$ cat src/rtl/load_store_unit.sv
// Load/store unit: turns one RV32I load/store request into word accesses on a
// data_memory that rewrites the addressed word on every edge. Sub-word stores
// are read-modify-write, word-crossing accesses are split into two words.
module load_store_unit #(
  parameter int unsigned ADDR_WIDTH = 12
) (
  input  logic                  clk,
  input  logic                  rst,
  input  logic                  req_valid,
  output logic                  req_ready,
  input  logic                  req_store,
  input  logic [2:0]            req_funct3,
  input  logic [31:0]           req_addr,
  input  logic [31:0]           req_wdata,
  output logic                  resp_valid,
  output logic [31:0]           resp_rdata,
  output logic                  resp_err,
  output logic [ADDR_WIDTH-1:0] mem_read_addr,
  input  logic [31:0]           mem_read_data,
  output logic [ADDR_WIDTH-1:0] mem_write_addr,
  output logic [31:0]           mem_write_data
);

  localparam int unsigned DATA_W  = 32;
  localparam int unsigned LANES   = 4;
  localparam int unsigned SIZE_W  = 3;
  localparam int unsigned OFF_W   = 2;
  localparam int unsigned POS_W   = 3;

  typedef enum logic [1:0] {
    IDLE = 2'd0,
    ACC0 = 2'd1,
    ACC1 = 2'd2,
    RESP = 2'd3
  } state_t;

  state_t state, state_next;

  // Captured request
  logic [OFF_W-1:0]      off_q;
  logic [SIZE_W-1:0]     size_q;
  logic                  sign_q;
  logic                  store_q;
  logic [DATA_W-1:0]     wdata_q;
  logic                  cross_q;
  logic                  err_q;
  logic [ADDR_WIDTH-1:0] ptr_q;
  logic [DATA_W-1:0]     buf_q;

  // Combinational helpers
  logic                  accept_c;
  logic                  req_legal_c;
  logic [SIZE_W-1:0]     req_size_c;
  logic                  req_cross_c;
  logic [LANES-1:0]      lane_en_c;
  logic [OFF_W-1:0]      lane_idx_c [LANES];
  logic [DATA_W-1:0]     buf_next_c;
  logic [DATA_W-1:0]     load_ext_c;
  logic                  unused_addr_bits;

  assign unused_addr_bits = ^req_addr[31:ADDR_WIDTH+2];

  assign req_ready      = (state == IDLE);
  assign accept_c       = req_valid && (state == IDLE);
  assign mem_read_addr  = ptr_q;
  assign mem_write_addr = ptr_q;

  // Decode size, legality and word crossing of the incoming request
  always_comb begin
    req_size_c  = SIZE_W'(1);
    req_legal_c = 1'b0;
    case (req_funct3[1:0])
      2'b00:   req_size_c = SIZE_W'(1);
      2'b01:   req_size_c = SIZE_W'(2);
      default: req_size_c = SIZE_W'(4);
    endcase
    if (req_store) begin
      req_legal_c = (req_funct3 == 3'b000) || (req_funct3 == 3'b001) ||
                    (req_funct3 == 3'b010);
    end else begin
      req_legal_c = (req_funct3 == 3'b000) || (req_funct3 == 3'b001) ||
                    (req_funct3 == 3'b010) || (req_funct3 == 3'b100) ||
                    (req_funct3 == 3'b101);
    end
    req_cross_c = (SIZE_W'({1'b0, req_addr[1:0]}) + req_size_c) > SIZE_W'(4);
  end

  // Map each byte lane of the current word to its request byte index
  always_comb begin
    logic [POS_W-1:0] pos;
    logic [POS_W-1:0] idx;
    pos = '0;
    idx = '0;
    for (int j = 0; j < LANES; j++) begin
      pos = (state == ACC1) ? POS_W'(j + 4) : POS_W'(j);
      idx = pos - POS_W'({1'b0, off_q});
      lane_en_c[j]  = ((state == ACC0) || (state == ACC1)) && !err_q &&
                      (pos >= POS_W'({1'b0, off_q})) && (idx < size_q);
      lane_idx_c[j] = idx[OFF_W-1:0];
    end
  end

  // Store merge into the rewritten word, and load byte assembly
  always_comb begin
    mem_write_data = mem_read_data;
    buf_next_c     = buf_q;
    for (int j = 0; j < LANES; j++) begin
      if (lane_en_c[j]) begin
        if (store_q) begin
          mem_write_data[8*j +: 8] = wdata_q[{lane_idx_c[j], 3'b000} +: 8];
        end else begin
          buf_next_c[{lane_idx_c[j], 3'b000} +: 8] = mem_read_data[8*j +: 8];
        end
      end
    end
  end

  // Sign/zero extension of the assembled load value
  always_comb begin
    load_ext_c = buf_next_c;
    case (size_q)
      SIZE_W'(1): load_ext_c = sign_q ? {{24{buf_next_c[7]}}, buf_next_c[7:0]}
                                      : {24'd0, buf_next_c[7:0]};
      SIZE_W'(2): load_ext_c = sign_q ? {{16{buf_next_c[15]}}, buf_next_c[15:0]}
                                      : {16'd0, buf_next_c[15:0]};
      default:    load_ext_c = buf_next_c;
    endcase
  end

  // Next-state logic
  always_comb begin
    state_next = state;
    case (state)
      IDLE:    if (req_valid) state_next = ACC0;
      ACC0:    state_next = (cross_q && !err_q) ? ACC1 : RESP;
      ACC1:    state_next = RESP;
      RESP:    state_next = IDLE;
      default: state_next = IDLE;
    endcase
  end

  // State register
  always_ff @(posedge clk or posedge rst) begin
    if (rst) state <= IDLE;
    else     state <= state_next;
  end

  // Request capture, word pointer and load assembly buffer
  always_ff @(posedge clk or posedge rst) begin
    if (rst) begin
      off_q   <= '0;
      size_q  <= '0;
      sign_q  <= 1'b0;
      store_q <= 1'b0;
      wdata_q <= '0;
      cross_q <= 1'b0;
      err_q   <= 1'b0;
      ptr_q   <= '0;
      buf_q   <= '0;
    end else if (accept_c) begin
      off_q   <= req_addr[1:0];
      size_q  <= req_size_c;
      sign_q  <= !req_funct3[2];
      store_q <= req_store;
      wdata_q <= req_wdata;
      cross_q <= req_cross_c;
      err_q   <= !req_legal_c;
      ptr_q   <= req_addr[ADDR_WIDTH+1:2];
      buf_q   <= '0;
    end else begin
      if ((state == ACC0) && (state_next == ACC1)) ptr_q <= ptr_q + 1'b1;
      if ((state == ACC0) || (state == ACC1))      buf_q <= buf_next_c;
    end
  end

  // Response registers, one-cycle pulse entering RESP
  always_ff @(posedge clk or posedge rst) begin
    if (rst) begin
      resp_valid <= 1'b0;
      resp_err   <= 1'b0;
      resp_rdata <= '0;
    end else begin
      resp_valid <= (state_next == RESP);
      resp_err   <= (state_next == RESP) && err_q;
      resp_rdata <= ((state_next == RESP) && !err_q && !store_q) ? load_ext_c : '0;
    end
  end

endmodule

$ cat config.mk
export PLATFORM = sky130hd
export DESIGN_NAME = load_store_unit
export DESIGN_NICKNAME = d
export VERILOG_FILES = /design/src/rtl/load_store_unit.sv
export SDC_FILE = /design/constraint.sdc
export NUM_CORES = 1
export LEC_CHECK = 0
export CAP_MARGIN = 0
export CORE_MARGIN = 1.5
export CORE_UTILIZATION = 55
export CTS_CLUSTER_SIZE = 24
export DETAILED_ROUTE_END_ITERATION = 10
export HOLD_SLACK_MARGIN = 0.12
export PLACE_DENSITY = 0.95
export RECOVER_POWER = 100
export SLEW_MARGIN = 40
export SYNTH_ARGS = -nofsm -noshare
export SYNTH_HDL_FRONTEND = slang
export SYNTH_SLANG_ARGS = --single-unit
$ cat constraint.sdc
create_clock -name clk -period 11.48 [get_ports clk]
set_clock_uncertainty 0.2 [all_clocks]
set_input_delay 2.296 -clock clk [delete_from_list [all_inputs] [get_ports clk]]
set_output_delay 2.296 -clock clk [all_outputs]
set_load 0.1 [all_outputs]
-- After elaboration in Yosys (flattened, before gate mapping)
Cells that the tools add are included.
- register bits: 121
- input port bits: 103
- word-level logic and storage cells: 122
- magnitude comparators: 9
- $add $sub $neg: 10
- equal/unequal tests: 12
- shift-type cells: 12
- reductions and logical operators: 29
- mux-type cells: 37
- operators with widths (kind ; count):
    $mux 32 ; 13
    $bwmux 32 ; 4
    $shift 8x7->32 const A ; 4
    $shiftx 32x6->8 ; 4
    $shiftx 8x7->32 ; 4
    $mux 8 ; 8
    $pmux 32 s2 ; 1
    $neg 5->7 ; 4
    $mux 12 ; 2
    $logic_and 1x1->1 ; 15
    $add 12x1->12 const B ; 1
    $ge 3x2->1 ; 4
    $lt 3x3->1 ; 4
    $mux 3 ; 4
    $sub 3x2->3 ; 4
    $eq 2x2->1 const B ; 4
    $pmux 2 s4 ; 1
    $eq 3x1->1 const B ; 2
    $eq 3x2->1 const B ; 2
    $eq 3x3->1 const B ; 2
    $pmux 3 s2 ; 1
    $logic_or 1x1->1 ; 5
    $eq 2x1->1 const B ; 2
    $logic_not 1->1 ; 4
    7 further kinds ; 10

-- Depth between registers and ports, before layout
Gate-level depths: netlist of run 1.
- depth after elaboration: 20
- gate-level depth with buffers: 15
- mapped depth without buffers: 12

-- Worst setup path before layout of run 1
OpenSTA, ideal clock, no wires.
- kind: flip-flop to output port
- start: register off_q[1]
- end: output mem_write_data[16]
- path buffers: 5
- data required time: 8.984 ns
- setup slack: 5.396 ns
- stages on the path, launching flop included: 10
- data arrival time: 3.588 ns
- cells stage by stage: dfrtp_1 clkbuf_1 clkbuf_1 inv_1 ha_1 buf_2 buf_1 clkbuf_1 mux4_2 mux2_2
- cells in the longest elaborated chain, start to end: 4
- ends and longest elaborated chain (item ; line ; RTL):
    start: declaration ; 40 ; logic [OFF_W-1:0] off_q;
    start signal: assignment ; 161 ; off_q <= req_addr[1:0];
    $sub 3x2->3 or $ge 3x2->1 (tied branches) ; 96, 98 ;
    $shiftx 32x6->8 (tied with other cells) ; 110 ; mem_write_data[8*j +: 8] = wdata_q[{lane_idx_c[j], 3'b000} +: 8];
    $mux 8 or $logic_and 1x1->1 (tied branches) ; 109, 98 ;
    $mux 8 * ; 108 ; if (lane_en_c[j]) begin
    end: declaration ; 21 ; output logic [31:0] mem_write_data
Mark *: on every way between the ends. The rest lies on a longest branch, timed or not.

-- Final worst setup path of run 1
- start: register off_q[1]
- end: output mem_write_data[7]
The elaborated chain is that of the path after synthesis.

==> results of run 1 <==
==> placed cells by master (no fill, tap or decap), types with 24 or more instances in the layout <==
cell type / Yosys / routed
mux4_2: 32 / 32
o21ai_0: 42 / 44
ha_1: 24 / 24
nand2_1: 179 / 179
mux2_2: 35 / 35
clkdlybuf4s50_1: 0 / 82
nor2_1: 60 / 60
dfrtp_1: 121 / 120
clkbuf_1: 22 / 89
a211oi_1: 25 / 31
==> cell type report <==
cell class | instances | area [um^2]
fillers | 1182 | 4549
inverters | 15 | 57.56
multi-input cells | 668 | 4831
well taps | 184 | 230.2
clock inverters | 11 | 170.2
repair buffers | 180 | 1216
flip-flops and latches | 121 | 3029
clock buffers | 21 | 450.4
==> through the flow <==
stage / std cells / setup WS, ns / hold slack [ns] / area, um^2
2_1_floorplan: 853 / 5.396 / 0.2508 / 8198
3_3_place_gp: 1168 / 3.813 / 0.2597 / 9962
5_1_grt: 1200 / 2.029 / 0.3281 / 9985
4_1_cts: 1200 / 4.032 / 0.3026 / 10130
3_5_place_dp: 1168 / 4.498 / 0.2907 / 9508
6_report: 1200 / 2.400 / 0.3037 / 9985
==> state kept, by name (all words and copies together) (netlist names), 2 cells and up <==
signal and count:
buf_q 32, mem_read_addr 12, off_q 2, resp_rdata 32, size_q 3, state 2, wdata_q 32
==> critical path, cell delays in order (launching register included) <==
cell      delay (ns)
dfrtp_1         1.08
inv_1           0.37
ha_1            0.39
clkbuf_1        1.29
ha_1            0.45
nand2_1         0.09
o21ai_1         0.18
nor2_1          0.58
nand2_1         0.50
mux2_2          0.37
clkbuf_1        0.86
==> how the worst min path moves through the flow <==
stage,end,slack (ns),cells past startpoint
2_1_floorplan,cross_q$_DFFE_PP0P_,0.25,1
3_3_place_gp,cross_q$_DFFE_PP0P_,0.26,1
3_5_place_dp,cross_q$_DFFE_PP0P_,0.29,1
4_1_cts,cross_q$_DFFE_PP0P_,0.30,1
5_1_grt,cross_q$_DFFE_PP0P_,0.33,1
6_report,cross_q$_DFFE_PP0P_,0.30,1
==> per-layer routing <==
metal | vias to the layer above | wire, um | track usage
li1 | 3463 | - | -
met1 | 3827 | 10840 | 0.4881
met2 | 574 | 12440 | 0.5278
met3 | 100 | 2781 | 0.06889
met4 | 0 | 1048 | 0.1531
met5 | - | 0 | 0
==> logic make-up after synthesis <==
logic type	Yosys count	share of synthesized area
AO/OA/AOI/OAI	208	0.1887
flip-flops	121	0.3694
multiplexers	70	0.1397
AND/OR/NAND/NOR	353	0.2118
XOR/XNOR	12	0.01282
buffers and inverters	64	0.03861
adder cells (fa/ha/maj)	25	0.03907
==> metrics, run 1 <==
Yosys reg bits 121; TNS Setup 0 ns; startpoint type of the worst setup path flop; drt first-iter violations 1117; CP Capture Type output pin; Synth area leader dfrtp_1; Post-CTS Setup Inserts 0; Starting Density 0.5640; CTS H-tree depth 4; Clock Path Buffers 2; CTS tree done; via count of the first global-routing pass 7571; global route overflow 0; Worst Tran Pin Value 3.867 ns; die width 125.1 um; WL/cell 22.59 um; Critical Path End mem_write_data[7]; post-synthesis cell type count 84; largest net degree at the start of global routing 92; Post-layout nets 1131; Worst R2R Start off_q[1]$_DFFE_PP0P_; cts repair resizes 0; slack of the worst reg-to-reg path 4.54 ns; WP data arrival 6.58 ns; Synth top area share 0.3694; Period Utilization, post-route 0.7909; Layout area overhead 21.79%; Clock Sinks 121; GRT Resource Usage Total 0.3480; io pins 194; final core utilization 0.6870; Vias 7964; total of max-cap violations 5; # diodes 0; Synth Instances 853; DR pass1 iterations 5; TritonCTS buffer count 17; first-pass GRT wire length 42670 um; Hold Buf Count CTS 0; Post-synth top cells nand2_1, dfrtp_1, nor2_1; YS warnings 0; path depth of the worst reg2reg path 12; share of cells above drive strength 1 0.1417; Mapped Nets 981; Primary FF master, synth dfrtp_1; GP Congestion 1.030; syn_area_per_cell 9.611 um^2; max_slew headroom -1.578; Routed Antenna Nets 0; DRC Markers 0; row cnt 44; area of the die 0.01565 mm^2; post-DP HPWL 19370 um; Hold Violations, Final 0; CP Max Fanout 28; HP Start cross_q$_DFFE_PP0P_; worst min path class reg -> reg; Total Wirelength 27100 um; Reg-to-Reg End resp_rdata[27]$_DFF_PP0_; Mapped Area 0.008198 mm^2; via/cell ratio 6.637; Die Ht 125.1 um; critical path type reg -> out; most numerous cell in the Yosys netlist nand2_1; Clk pin slew, worst setup/hold paths 0.05 ns; top cells by area, synth dfrtp_1, mux4_2, nand2_1; Crit. Startpoint off_q[1]$_DFFE_PP0P_; register area share after synthesis 0.3694; initial antenna violation count 0; fin. max-slew vios 291; core area 0.01453 mm^2; crit path time final 9.080 ns; clk root buf clkbuf_16; clock latency on the worst-skew pair 0.43 ns; status complete, but fails checks; Max Clock Freq 0.1101 GHz; Async SR Flop Fraction 1.000; setup violators final 0; number of buffers inserted by port buffering 175; failing checks max-capacitance violations, max-slew violations; unrepaired setup endpoints after global routing false; number of enable flip-flop cells after synthesis 0; Req. time, crit path 8.98 ns
Power of run 1 is left out: the tool's default activity adds up to more than one toggle a clock period on the data nets, which glitch-free logic cannot reach.
==> run 2, diff against run 1 <==
- CORE_UTILIZATION: 55 -> 46
- PLACE_DENSITY: 0.95 -> 0.89
- clock period: 11.48 -> 7.5 ns (I/O delays scaled with it)
==> metrics, run 2 (synthesized netlist as in run 1, its figures left out) <==
status complete, but fails checks (unchanged); failing checks max-capacitance violations, max-slew violations (unchanged); largest net degree at the start of global routing 79 (was 92); Worst Tran Pin Value 2.396 ns (was 3.867 ns); initial antenna violation count 0 (unchanged); Vias 7913 (was 7964); DR pass1 iterations 5 (unchanged); number of buffers inserted by port buffering 175 (unchanged); share of cells above drive strength 1 0.1483 (was 0.1417); # fillers 1511 (was 1182); post-DP HPWL 20270 um (was 19370 um); CTS H-tree depth 4 (unchanged); startpoint type of the worst setup path flop (unchanged); TritonCTS buffer count 17 (unchanged); Period Utilization, post-route 0.8789; core area 0.01736 mm^2 (was 0.01453 mm^2); Hold WS 0.2851 ns (was 0.3037 ns); GRT Resource Usage Total 0.3075 (was 0.3480); via count of the first global-routing pass 7688 (was 7571); path depth of the worst reg2reg path 12 (unchanged); Starting Density 0.4723 (was 0.5640); HP Start cross_q$_DFFE_PP0P_ (unchanged); global route overflow 0 (unchanged); max_slew headroom -0.5985 (was -1.578); DRC Markers 0 (unchanged); fin. max-slew vios 195 (was 291); largest registers buf_q (32), resp_rdata (32), wdata_q (32) (unchanged); Layout area overhead 23.24% (was 21.79%); clk root buf clkbuf_16 (unchanged); Clock Sinks 121 (unchanged); CP Capture Type output pin (unchanged); Total Wirelength 27740 um (was 27100 um); critical path type reg -> out (unchanged); Worst path slowest cell ha_1 (was clkbuf_1); Hold Buf Count CTS 0 (unchanged); CP top delay family buffers and inverters (unchanged); Clock Path Buffers 2 (unchanged); commonest cells after routing, fill and taps aside nand2_1, dfrtp_1, clkdlybuf4s50_1 (was nand2_1, dfrtp_1, clkbuf_1); first-pass GRT wire length 43280 um (was 42670 um); TNS Setup 0 ns (unchanged); WHS Path Cells 1 (unchanged); Clk pin slew, worst setup/hold paths 0.06 ns (was 0.05 ns); Post-CTS Setup Inserts 0 (unchanged); worst stage delay on the critical path 0.74 ns (was 1.29 ns); setup violators final 0 (unchanged); slack of the worst reg-to-reg path 1.78 ns (was 4.54 ns); Max Clock Freq 0.1517 GHz; total of max-cap violations 5 (unchanged); Reg-to-Reg End resp_rdata[29]$_DFF_PP0_ (was resp_rdata[27]$_DFF_PP0_); WP data arrival 4.89 ns (was 6.58 ns); Worst R2R Start off_q[1]$_DFFE_PP0P_ (unchanged); area of the die 0.01863 mm^2 (was 0.01565 mm^2); cts repair resizes 0 (unchanged); commonest non-fill, non-tap cell in the layout nand2_1 (unchanged); drt first-iter violations 1024 (was 1117); via/cell ratio 6.366 (was 6.637); crit path time final 6.592 ns; row cnt 48 (was 44); die width 136.5 um (was 125.1 um); # diodes 0 (unchanged); crit path buf inv count 4 (was 3); WL/cell 22.32 um (was 22.59 um); CTS tree done (unchanged); clock latency on the worst-skew pair 0.42 ns (was 0.43 ns); CP Max Fanout 23 (was 28); Die Ht 136.5 um (was 125.1 um); Post-layout nets 1133 (was 1131); Worst Hold End cross_q$_DFFE_PP0P_ (unchanged); unrepaired setup endpoints after global routing false (unchanged); worst min path class reg -> reg (unchanged); crit-path cells buf_4 > inv_1 > ha_1 > inv_1 > ha_1 > nand2_1 > o21ai_0 > nor2_1 > nand2_1 > mux2_2 > clkbuf_2 (was inv_1 > ha_1 > clkbuf_1 > ha_1 > nand2_1 > o21ai_1 > nor2_1 > nand2_1 > mux2_2 > clkbuf_1); io pins 194 (unchanged); Hold Violations, Final 0 (unchanged); final core utilization 0.5821 (was 0.6870); Routed Antenna Nets 0 (unchanged); Req. time, crit path 5.80 ns (was 8.98 ns); GP Congestion 1.008 (was 1.030)
[run 2: worst reg2reg max path: cells and delay by family, from the launching register on]
kind,cells,cell delay (ns)
adders and majority gates,2,1.10
AOI/OAI and AO/OA,4,1.87
DFF,1,0.32
and+or+nand+nor,3,1.13
buffers and inverters,3,0.89
[run 2: per-layer routing]
metal | vias up | share of wire | global-route usage | wire length (um)
li1 | 3459 | - | - | -
met1 | 3813 | 0.40 | 0.4168 | 11110
met2 | 546 | 0.46 | 0.4696 | 12780
met3 | 95 | 0.10 | 0.07074 | 2905
met4 | 0 | 0.034 | 0.1383 | 951
met5 | - | 0 | 0 | 0
[run 2: metrics by stage]
step	cells	setup slack [ns]	instance area [um^2]
floorplan	853	2.212	8198
global placement	1211	1.883	9968
detailed placement	1211	1.876	9642
CTS	1243	1.420	10280
global route	1243	0.5948	10100
finish	1243	0.9082	10100
[run 2: worst max-delay path by stage]
| stage | cells past startpoint | startpoint | to | slack (ns) |
|---|---|---|---|---|
| 3_3_place_gp | 10 | off_q[1]$_DFFE_PP0P_ | mem_write_data[7] | 1.88 |
| 5_1_grt | 11 | off_q[1]$_DFFE_PP0P_ | mem_write_data[22] | 0.59 |
| 4_1_cts | 10 | off_q[1]$_DFFE_PP0P_ | mem_write_data[2] | 1.42 |
| 2_1_floorplan | 9 | off_q[1]$_DFFE_PP0P_ | mem_write_data[16] | 2.21 |
| 3_5_place_dp | 10 | off_q[1]$_DFFE_PP0P_ | mem_write_data[7] | 1.88 |
| 6_report | 11 | off_q[1]$_DFFE_PP0P_ | mem_write_data[22] | 0.91 |
[run 2: area by class of cell]
type	count	area (um^2)	area share
multi-input cells	668	4807	0.4758
flip-flops and latches	121	3029	0.2998
repair buffers	182	1292	0.1279
clock buffers	21	480.5	0.04755
well taps	225	281.5	0.02786
clock inverters	11	155.1	0.01536
inverters	15	57.56	0.005697
Power of run 2 is left out for the same reason.
